--- src/rtl/hs_dpath_pipe_ce_ctrl.sv ---
// Elastic valid/ready controller for a tapped-CE data shift register.
// Tracks per-stage valids, collapses bubbles and issues per-stage enables.
module hs_dpath_pipe_ce_ctrl #(
  parameter  int unsigned LATENCY = 1,
  localparam int unsigned CNT_W   = $clog2(64'(LATENCY) + 64'd1)
) (
  input  logic               clk,
  input  logic               areset,
  input  logic               flush,
  input  logic               in_valid,
  output logic               in_ready,
  output logic               out_valid,
  input  logic               out_ready,
  output logic [LATENCY-1:0] ce,
  output logic [LATENCY-1:0] stage_valid,
  output logic [CNT_W-1:0]   occupancy,
  output logic               busy
);

  logic [LATENCY-1:0] vld_q;
  logic [LATENCY-1:0] vld_d;
  logic [LATENCY:0]   rdy;
  logic [LATENCY-1:0] src;
  logic [CNT_W-1:0]   occ_q;
  logic [CNT_W-1:0]   occ_d;
  logic               acc;
  logic               drn;

  // Ready ripples back from the output; an empty stage is always ready.
  always_comb begin
    rdy = '0;
    rdy[LATENCY] = out_ready;
    for (int i = int'(LATENCY) - 1; i >= 0; i--) begin
      rdy[i] = !vld_q[i] || rdy[i+1];
    end
  end

  always_comb begin
    src = '0;
    src[0] = in_valid;
    for (int i = 1; i < int'(LATENCY); i++) begin
      src[i] = vld_q[i-1];
    end
  end

  always_comb begin
    ce    = '0;
    vld_d = vld_q;
    for (int i = 0; i < int'(LATENCY); i++) begin
      ce[i] = rdy[i] && src[i] && !flush;
      if (flush) begin
        vld_d[i] = 1'b0;
      end else if (rdy[i]) begin
        vld_d[i] = src[i];
      end
    end
  end

  assign in_ready    = rdy[0] && !flush;
  assign out_valid   = vld_q[LATENCY-1];
  assign stage_valid = vld_q;

  assign acc = in_valid && in_ready;
  assign drn = out_valid && out_ready;

  always_comb begin
    occ_d = occ_q;
    if (flush) begin
      occ_d = '0;
    end else begin
      occ_d = occ_q + CNT_W'(acc) - CNT_W'(drn);
    end
  end

  always_ff @(posedge clk or posedge areset) begin
    if (areset) begin
      vld_q <= '0;
      occ_q <= '0;
    end else begin
      vld_q <= vld_d;
      occ_q <= occ_d;
    end
  end

  assign occupancy = occ_q;
  assign busy      = (occ_q != '0);

  a_occ_popcount: assert property (
    @(posedge clk) disable iff (areset)
    occ_q == CNT_W'($countones(vld_q))
  );

  a_occ_bound: assert property (
    @(posedge clk) disable iff (areset)
    64'(occ_q) <= 64'(LATENCY)
  );

endmodule

--- config.mk ---
export PLATFORM = sky130hd
export DESIGN_NAME = hs_dpath_pipe_ce_ctrl
export DESIGN_NICKNAME = d
export VERILOG_FILES = /design/src/rtl/hs_dpath_pipe_ce_ctrl.sv
export SDC_FILE = /design/constraint.sdc
export NUM_CORES = 1
export LEC_CHECK = 0
export ABC_AREA = 1
export CORE_AREA = 2 2 39 41
export DETAILED_ROUTE_END_ITERATION = 10
export DIE_AREA = 0 0 41 43
export HOLD_SLACK_MARGIN = 0.15
export PLACE_DENSITY = 0.38
export SETUP_SLACK_MARGIN = 0.4
export SYNTH_ARGS = -nofsm -noshare
export SYNTH_HDL_FRONTEND = slang
export SYNTH_SLANG_ARGS = --single-unit
--- constraint.sdc ---
create_clock -name clk -period 1.2 [get_ports clk]
set_input_delay 0.24 -clock clk [delete_from_list [all_inputs] [get_ports clk]]
set_output_delay 0.24 -clock clk [all_outputs]
set_load 0.02 [all_outputs]
Word-level counts from Yosys, hierarchy flattened:

Index checks and enable logic that the tools add are counted.

* add/subtract/negate cells: 2
* multiplexer cells: 3
* reductions and logical operators: 9

Operators with widths (number)
* 1-bit logical AND: 5
* 1-bit two-way mux: 3
* 1-bit logical NOT: 2
* 2-bit nonzero test: 1
* 1-bit adder: 1
* 1-bit logical OR: 1
* 1-bit subtractor: 1

* input port bits: 5
* word-level logic and storage cells: 16
* bits in registers: 2
* output and inout port bits: 6

Logic depth before layout (Yosys ltp):

Gate-level depths: netlist of run 1.

* depth in word-level cells: 7
* depth in mapped cells: 6
* gate-level depth less buffers: 6

Worst setup path after synthesis of run 1:

Ideal clock, no wire load.

* path type: register to output
* start: register vld_q (netlist: out_valid)
* end: output ce
* setup slack: 71 ps
* data required time: 960 ps
* path buffers: 0
* stages on the path, launching flop included: 4
* data arrival time: 889 ps
* cell sequence: dfrtp_1 -> nand2_1 -> nand3b_2 -> inv_1

* cells in the longest elaborated chain, start to end: 4

RTL lines
* start: declaration: RTL line 20 `logic [LATENCY-1:0] vld_q;`
* start signal: assignment: RTL line 80 `vld_q <= vld_d;`
* 1-bit logical NOT: RTL line 34 `rdy[i] = !vld_q[i] || rdy[i+1];`
* 1-bit logical OR: RTL line 34
* 1-bit logical AND (2 in a row): RTL line 50 `ce[i] = rdy[i] && src[i] && !flush;`
* end: declaration: RTL line 14 `output logic [LATENCY-1:0] ce,`

No other way between the ends.

Worst setup path in the final report of run 1:

Ends and elaborated chain as after synthesis.

==> results.json, run 1 <==
{
  "vias": 182,
  "ant_nets": 0,
  "area_delta_synth_final_pct": 127.6,
  "synth_simple_gate_area_frac": 0.2835,
  "cts_tree": "yes",
  "placed_cells": 50,
  "period_needed_ps": 1222,
  "insertedDiodeCount": 0,
  "yosysWarnings": 0,
  "htree_levels": 1,
  "drive_gt1_frac": 0.7368,
  "dpl_cell_area_um2": 330.3,
  "synth_edf_count": 0,
  "synth-compound-area-share": 0.1890,
  "cts_buffers": 3,
  "final-instance-count-excl-fill": 54,
  "synth_area_leaders": "dfrtp_1 31%, a21oi_4 10%, buf_4 9.4%, inv_1 9.4%, nand2_2 7.9%",
  "yosysTopAreaCellShare": 0.3150,
  "die_h_um": 43,
  "utilization": 0.2613,
  "synth-main-ff-cell": "dfrtp_1",
  "die-area_um2": 1763,
  "clock_skew_ps": 0.8654,
  "viasPerCell": 3.370,
  "hp-class": "in -> async",
  "drv_cap": 0,
  "grt_usage": 0.06018,
  "yosys-top-cells-count": "4 x inv_1, 3 x nand2_1",
  "hold_violations": 0,
  "synth_xor_area_frac": 0,
  "peakVddDrop_mv": 0.2645,
  "place_hpwl_um": 340.3,
  "drc": 0,
  "wire_per_inst_um": 7.593,
  "worstMarginPinSlew_ps": 168.5,
  "grt_pass1_vias": 203,
  "status": "complete, but fails checks",
  "synth_top_family_by_area": "simple AND/OR/NAND/NOR gates",
  "yosys.cell_types.count": 11,
  "clkLatencyLatePin_ps": 220,
  "synth-adder-area-share": 0,
  "max-slew-margin-rel": 0.8877,
  "rsz0062_at_grt": "yes",
  "p_leak_nw": 0.1891,
  "max_freq_ghz": 0.8186,
  "synth_most_common_cell": "inv_1",
  "cts.reportedPaths.clkPinSlew_ps": 30,
  "violations": "setup timing",
  "grt_pass1_wl_um": 717,
  "stdcell_area_um2": 361.6,
  "crit_path_end_kind": "output port",
  "layout_setup_ws_ps": -21.59,
  "gr-total-overflow": 0,
  "worstSetupStartpointType": "flop",
  "io_buffers": 10,
  "hold_buffers": 0,
  "antenna_found_initial": 0,
  "fillCellCount": 155,
  "path_max_fanout": 3,
  "muxShareOfSynthArea": 0,
  "ys_seq_area_frac": 0.3150,
  "placementRows": 14,
  "synth_area_leader_cell": "dfrtp_1",
  "setup_viol": 3,
  "p_per_area_nw_per_um2": 1006,
  "avgSynthCellArea_um2": 7.945,
  "drtIter0Drc": 2,
  "root_buffer": "clkbuf_4",
  "io_pins": 11,
  "cts.sinks": 2,
  "post-place-ws_ps": -714.9,
  "place_congestion": 0.6979,
  "crit_arrival_ps": 980,
  "syn_nets": 25,
  "synth_area_um2": 158.9,
  "fin_nets": 45,
  "finalCritPeriodShare": 1.018,
  "die_w_um": 41,
  "criticalPathCategory": "reg -> out",
  "drt_first_pass_iters": 4,
  "synthArstFlopShare": 1.000,
  "ys_ff_latch": 2,
  "initial_core_util": 0.1148,
  "coreArea_um2": 1384,
  "drv_slew": 0,
  "routed_wirelength_um": 410,
  "synthCells": 20,
  "grt_start_max_net_pins": 5,
  "cp_data_required_time_ps": 960,
  "clk_path_buf_depth": 2
}
flip-flops by register name (all words and copies together) (netlist names):
signal and count:
busy 1, out_valid 1
report_power, final:
group          total [mW]  switching (mW)  internal, mW
Combinational       0.134          0.0637        0.0700
Clock               0.146          0.0361         0.110
Sequential         0.0838         0.00884        0.0750
cell type report:
cell class / count / area (um^2) / area share
timing repair buffer: 17 / 148.9 / 0.4118
tap: 16 / 20.02 / 0.05536
sequential: 2 / 52.55 / 0.1453
multi-input combinational: 11 / 96.34 / 0.2664
inverter: 5 / 21.27 / 0.05882
clock buffer: 3 / 22.52 / 0.06228
stage by stage:
| stage | power, mW | TNS (ps) | hold slack (ps) |
|---|---|---|---|
| 6_report | 0.3638 | -33.41 | 175.8 |
| 5_1_grt | 0.3919 | -157.0 | 175.2 |
| 4_1_cts | 0.3721 | -66.85 | 174.5 |
| 3_5_place_dp | 0.2156 | -2047 | 404.3 |
| 3_3_place_gp | 0.2141 | -1986 | 405.9 |
| 2_1_floorplan | 0.1519 | 0 | -18.78 |
cells by family after synthesis:
group           count (synthesis)
compound gates                  3
simple gates                    8
flops                           2
buf+inv                         7
timing repair:
item,in CTS,in global routing
buffers inserted,1,0
resized for setup,38,1
pin swaps,1,2
endpoints found under the setup margin,8,8
worst max-delay path: stages (launching register included):
cell	delay [ps]
dfrtp_2	440
nand2_4	80
nand3b_4	80
inv_4	50
buf_6	100
layer usage:
layer / vias to the layer above / share of wire / global-route usage
li1: 95 / - / -
met1: 77 / 0.43 / 0.07051
met2: 10 / 0.45 / 0.09063
met3: 0 / 0.11 / 0.01571
met4: 0 / 0 / 0.04000
met5: - / 0 / 0
cell usage in the layout, fill, tap and decap left out, drive strengths merged:
cell,n
buf,13
nand2,5
clkbuf,3
o21ai,1
nand3b,1
clkdlybuf4s50,1
inv,5
nand3,2
a21oi,2
dfrtp,2
dlygate4sd2,3
final timing paths:
check / startpoint / to / slack [ps] / depth (start not counted)
min reg2reg: out_valid / out_valid / 720 / 3
min: areset / out_valid / 180 / 2
max: out_valid / ce / -20 / 4
max reg2reg: out_valid / busy / 160 / 6
min in group clk: flush / busy / 510 / 3
max in group asynchronous: areset / busy / 900 / 2
Note: power is estimated with default switching activity, not from simulation.
==> inputs of run 2 (changes only) <==
--- a/config.mk
+++ b/config.mk
@@ -15,3 +15,4 @@
 export SYNTH_ARGS = -nofsm -noshare
 export SYNTH_HDL_FRONTEND = slang
 export SYNTH_SLANG_ARGS = --single-unit
+export TNS_END_PERCENT = 30
==> run 2 against run 1 <==
  * The run still ends with setup timing left
  * Sequential power shrank 2.6%
  * Largest power group unchanged
  * Critical path depth did not move
  * Combinational power shrank 6%
  * Critical endpoint unchanged
  * Sequential share of layout area increased by 0.27 points
==> results.json, run 2 (synthesized netlist as in run 1, its figures left out) <==
{
  "status": "complete, but fails checks",
  "violations": "setup timing",
  "cts_tree": "yes",
  "cts.sinks": 2,
  "criticalPathCategory": "reg -> out",
  "drive_gt1_frac": 0.6579,
  "path_cells": "nand2_2, nand3b_4, inv_4, buf_6",
  "cp_data_required_time_ps": 960,
  "die-area_um2": 1763,
  "final-instance-count-excl-fill": 54,
  "p_switching_mw": 0.1188,
  "power_frac_seq": 0.213,
  "initial_core_util": 0.1148,
  "p_clk_frac": 0.458,
  "crit_path_end_kind": "output port",
  "cts.reportedPaths.clkPinSlew_ps": 40,
  "finalCritPeriodShare": 1.032,
  "crit_arrival_ps": 1000,
  "power_mw": 0.3830,
  "worstMarginPinSlew_ps": 186.4,
  "io_pins": 11,
  "routed_wirelength_um": 390,
  "netSwitchingFraction": 0.3103,
  "vias": 191,
  "ant_nets": 0,
  "p_per_area_nw_per_um2": 1105,
  "clock_skew_ps": 3.866,
  "layout_setup_ws_ps": -37.99,
  "placementRows": 14,
  "cp.depth": 4,
  "viasPerCell": 3.537,
  "area_delta_synth_final_pct": 118.1,
  "path_max_fanout": 3,
  "io_buffers": 10,
  "fillCellCount": 158,
  "crit_path_max_incr_delay_ps": 420,
  "drt_first_pass_iters": 1,
  "crit_path_top_delay_cell": "dfrtp_2",
  "antenna_found_initial": 0,
  "place_congestion": 0.5819,
  "peakVddDrop_mv": 0.2393,
  "placed_cells": 49,
  "setup_viol": 3,
  "htree_levels": 1,
  "grt_pass1_wl_um": 717,
  "coreArea_um2": 1384,
  "wire_per_inst_um": 7.222,
  "max-slew-margin-rel": 0.8758,
  "worst-path-buf-inv": 2,
  "rr_worst_depth": 6,
  "rsz0062_at_grt": "yes",
  "p_leak_nw": 0.1794,
  "internal-power_mw": 0.2642,
  "fin_nets": 44,
  "layout_common_cells": "8 x buf_4, 4 x buf_6, 3 x nand2_2, 3 x clkbuf_4, 3 x dlygate4sd2_1",
  "die_w_um": 41,
  "drv_slew": 0,
  "period_needed_ps": 1238,
  "hp-class": "in -> async",
  "cts_buffers": 3,
  "dpl_cell_area_um2": 316.6,
  "cp_top_family": "flip-flops",
  "layout.cells.most_common": "buf_4",
  "grt_start_max_net_pins": 5,
  "stdcell_area_um2": 346.6,
  "root_buffer": "clkbuf_4",
  "clk_path_buf_depth": 2,
  "grt_usage": 0.06827,
  "worstSetupStartpointType": "flop",
  "insertedDiodeCount": 0,
  "hold_violations": 0,
  "drv_cap": 0,
  "gr-total-overflow": 0,
  "place_hpwl_um": 303.4,
  "clkLatencyLatePin_ps": 230,
  "drc": 0,
  "drtIter0Drc": 0,
  "die_h_um": 43,
  "grt_pass1_vias": 210,
  "power_frac_comb": 0.329,
  "max_freq_ghz": 0.8078
}
[run 2: cell count changes in the layout (fill, tap and decap cells not counted)]
cell,previous run,this run
buf_4,9,8
clkbuf_1,0,1
dfrtp_1,0,1
dfrtp_2,2,1
nand2_2,2,3
nand2_4,1,0
nand3_1,1,2
nand3_2,1,0
[run 2: layer usage]
layer / track usage / wire length (um)
met1: 0.04180 / 112
met2: 0.1063 / 241
met3: 0.03141 / 20
met4: 0.1000 / 16
met5: 0 / 0
[run 2: power by group through the flow]
| stage | Clock [mW] | Combinational, mW | Sequential [mW] |
|---|---|---|---|
| floorplan | 0 | 0.0568 | 0.0902 |
| global placement | 0 | 0.126 | 0.0812 |
| detailed placement | 0 | 0.127 | 0.0814 |
| CTS | 0.186 | 0.123 | 0.0812 |
| global route | 0.187 | 0.139 | 0.0826 |
| finish | 0.175 | 0.126 | 0.0816 |
[run 2: timing repair]
action                                  CTS  global route
gates resized for setup                  35             3
setup buffers                             1             0
endpoints found under the hold margin     1             0
endpoints found under the setup margin    8             8
pin swaps                                 1             1
[run 2: final timing paths]
check	start	to	slack, ps
worst min-delay path	areset	out_valid	150
worst max register to register	out_valid	busy	110
min in group clk	in_valid	busy	470
worst min register to register	out_valid	out_valid	640
max in group asynchronous	areset	out_valid	930
worst max-delay path	out_valid	ce	-40
[run 2: worst register-to-register path: cells and delay by family (launching register included)]
| kind | cells | cell delay [ps] |
|---|---|---|
| buf+inv | 2 | 260 |
| simple gates | 3 | 240 |
| compound gates | 1 | 50 |
| flops | 1 | 420 |
[run 2: area by class of cell]
class	count	area (um^2)	share of cell area
flip-flops and latches	2	51.30	0.1480
multi-input cells	11	86.33	0.2491
well taps	16	20.02	0.05776
repair buffers	16	141.4	0.4079
inverters	5	21.27	0.06137
clock buffers	4	26.28	0.07581
[run 2: stage by stage]
stage / setup WS [ps] / hold WS [ps] / TNS (ps) / util
2_1_floorplan: 205.0 / -18.88 / 0 / -
3_3_place_gp: -669.5 / 395.7 / -1853 / 0.2288
3_5_place_dp: -670.8 / 402.0 / -1855 / 0.2288
4_1_cts: -62.16 / 148.1 / -89.85 / 0.2441
5_1_grt: -84.79 / 168.8 / -166.8 / 0.2505
6_report: -37.99 / 151.8 / -40.43 / 0.2505
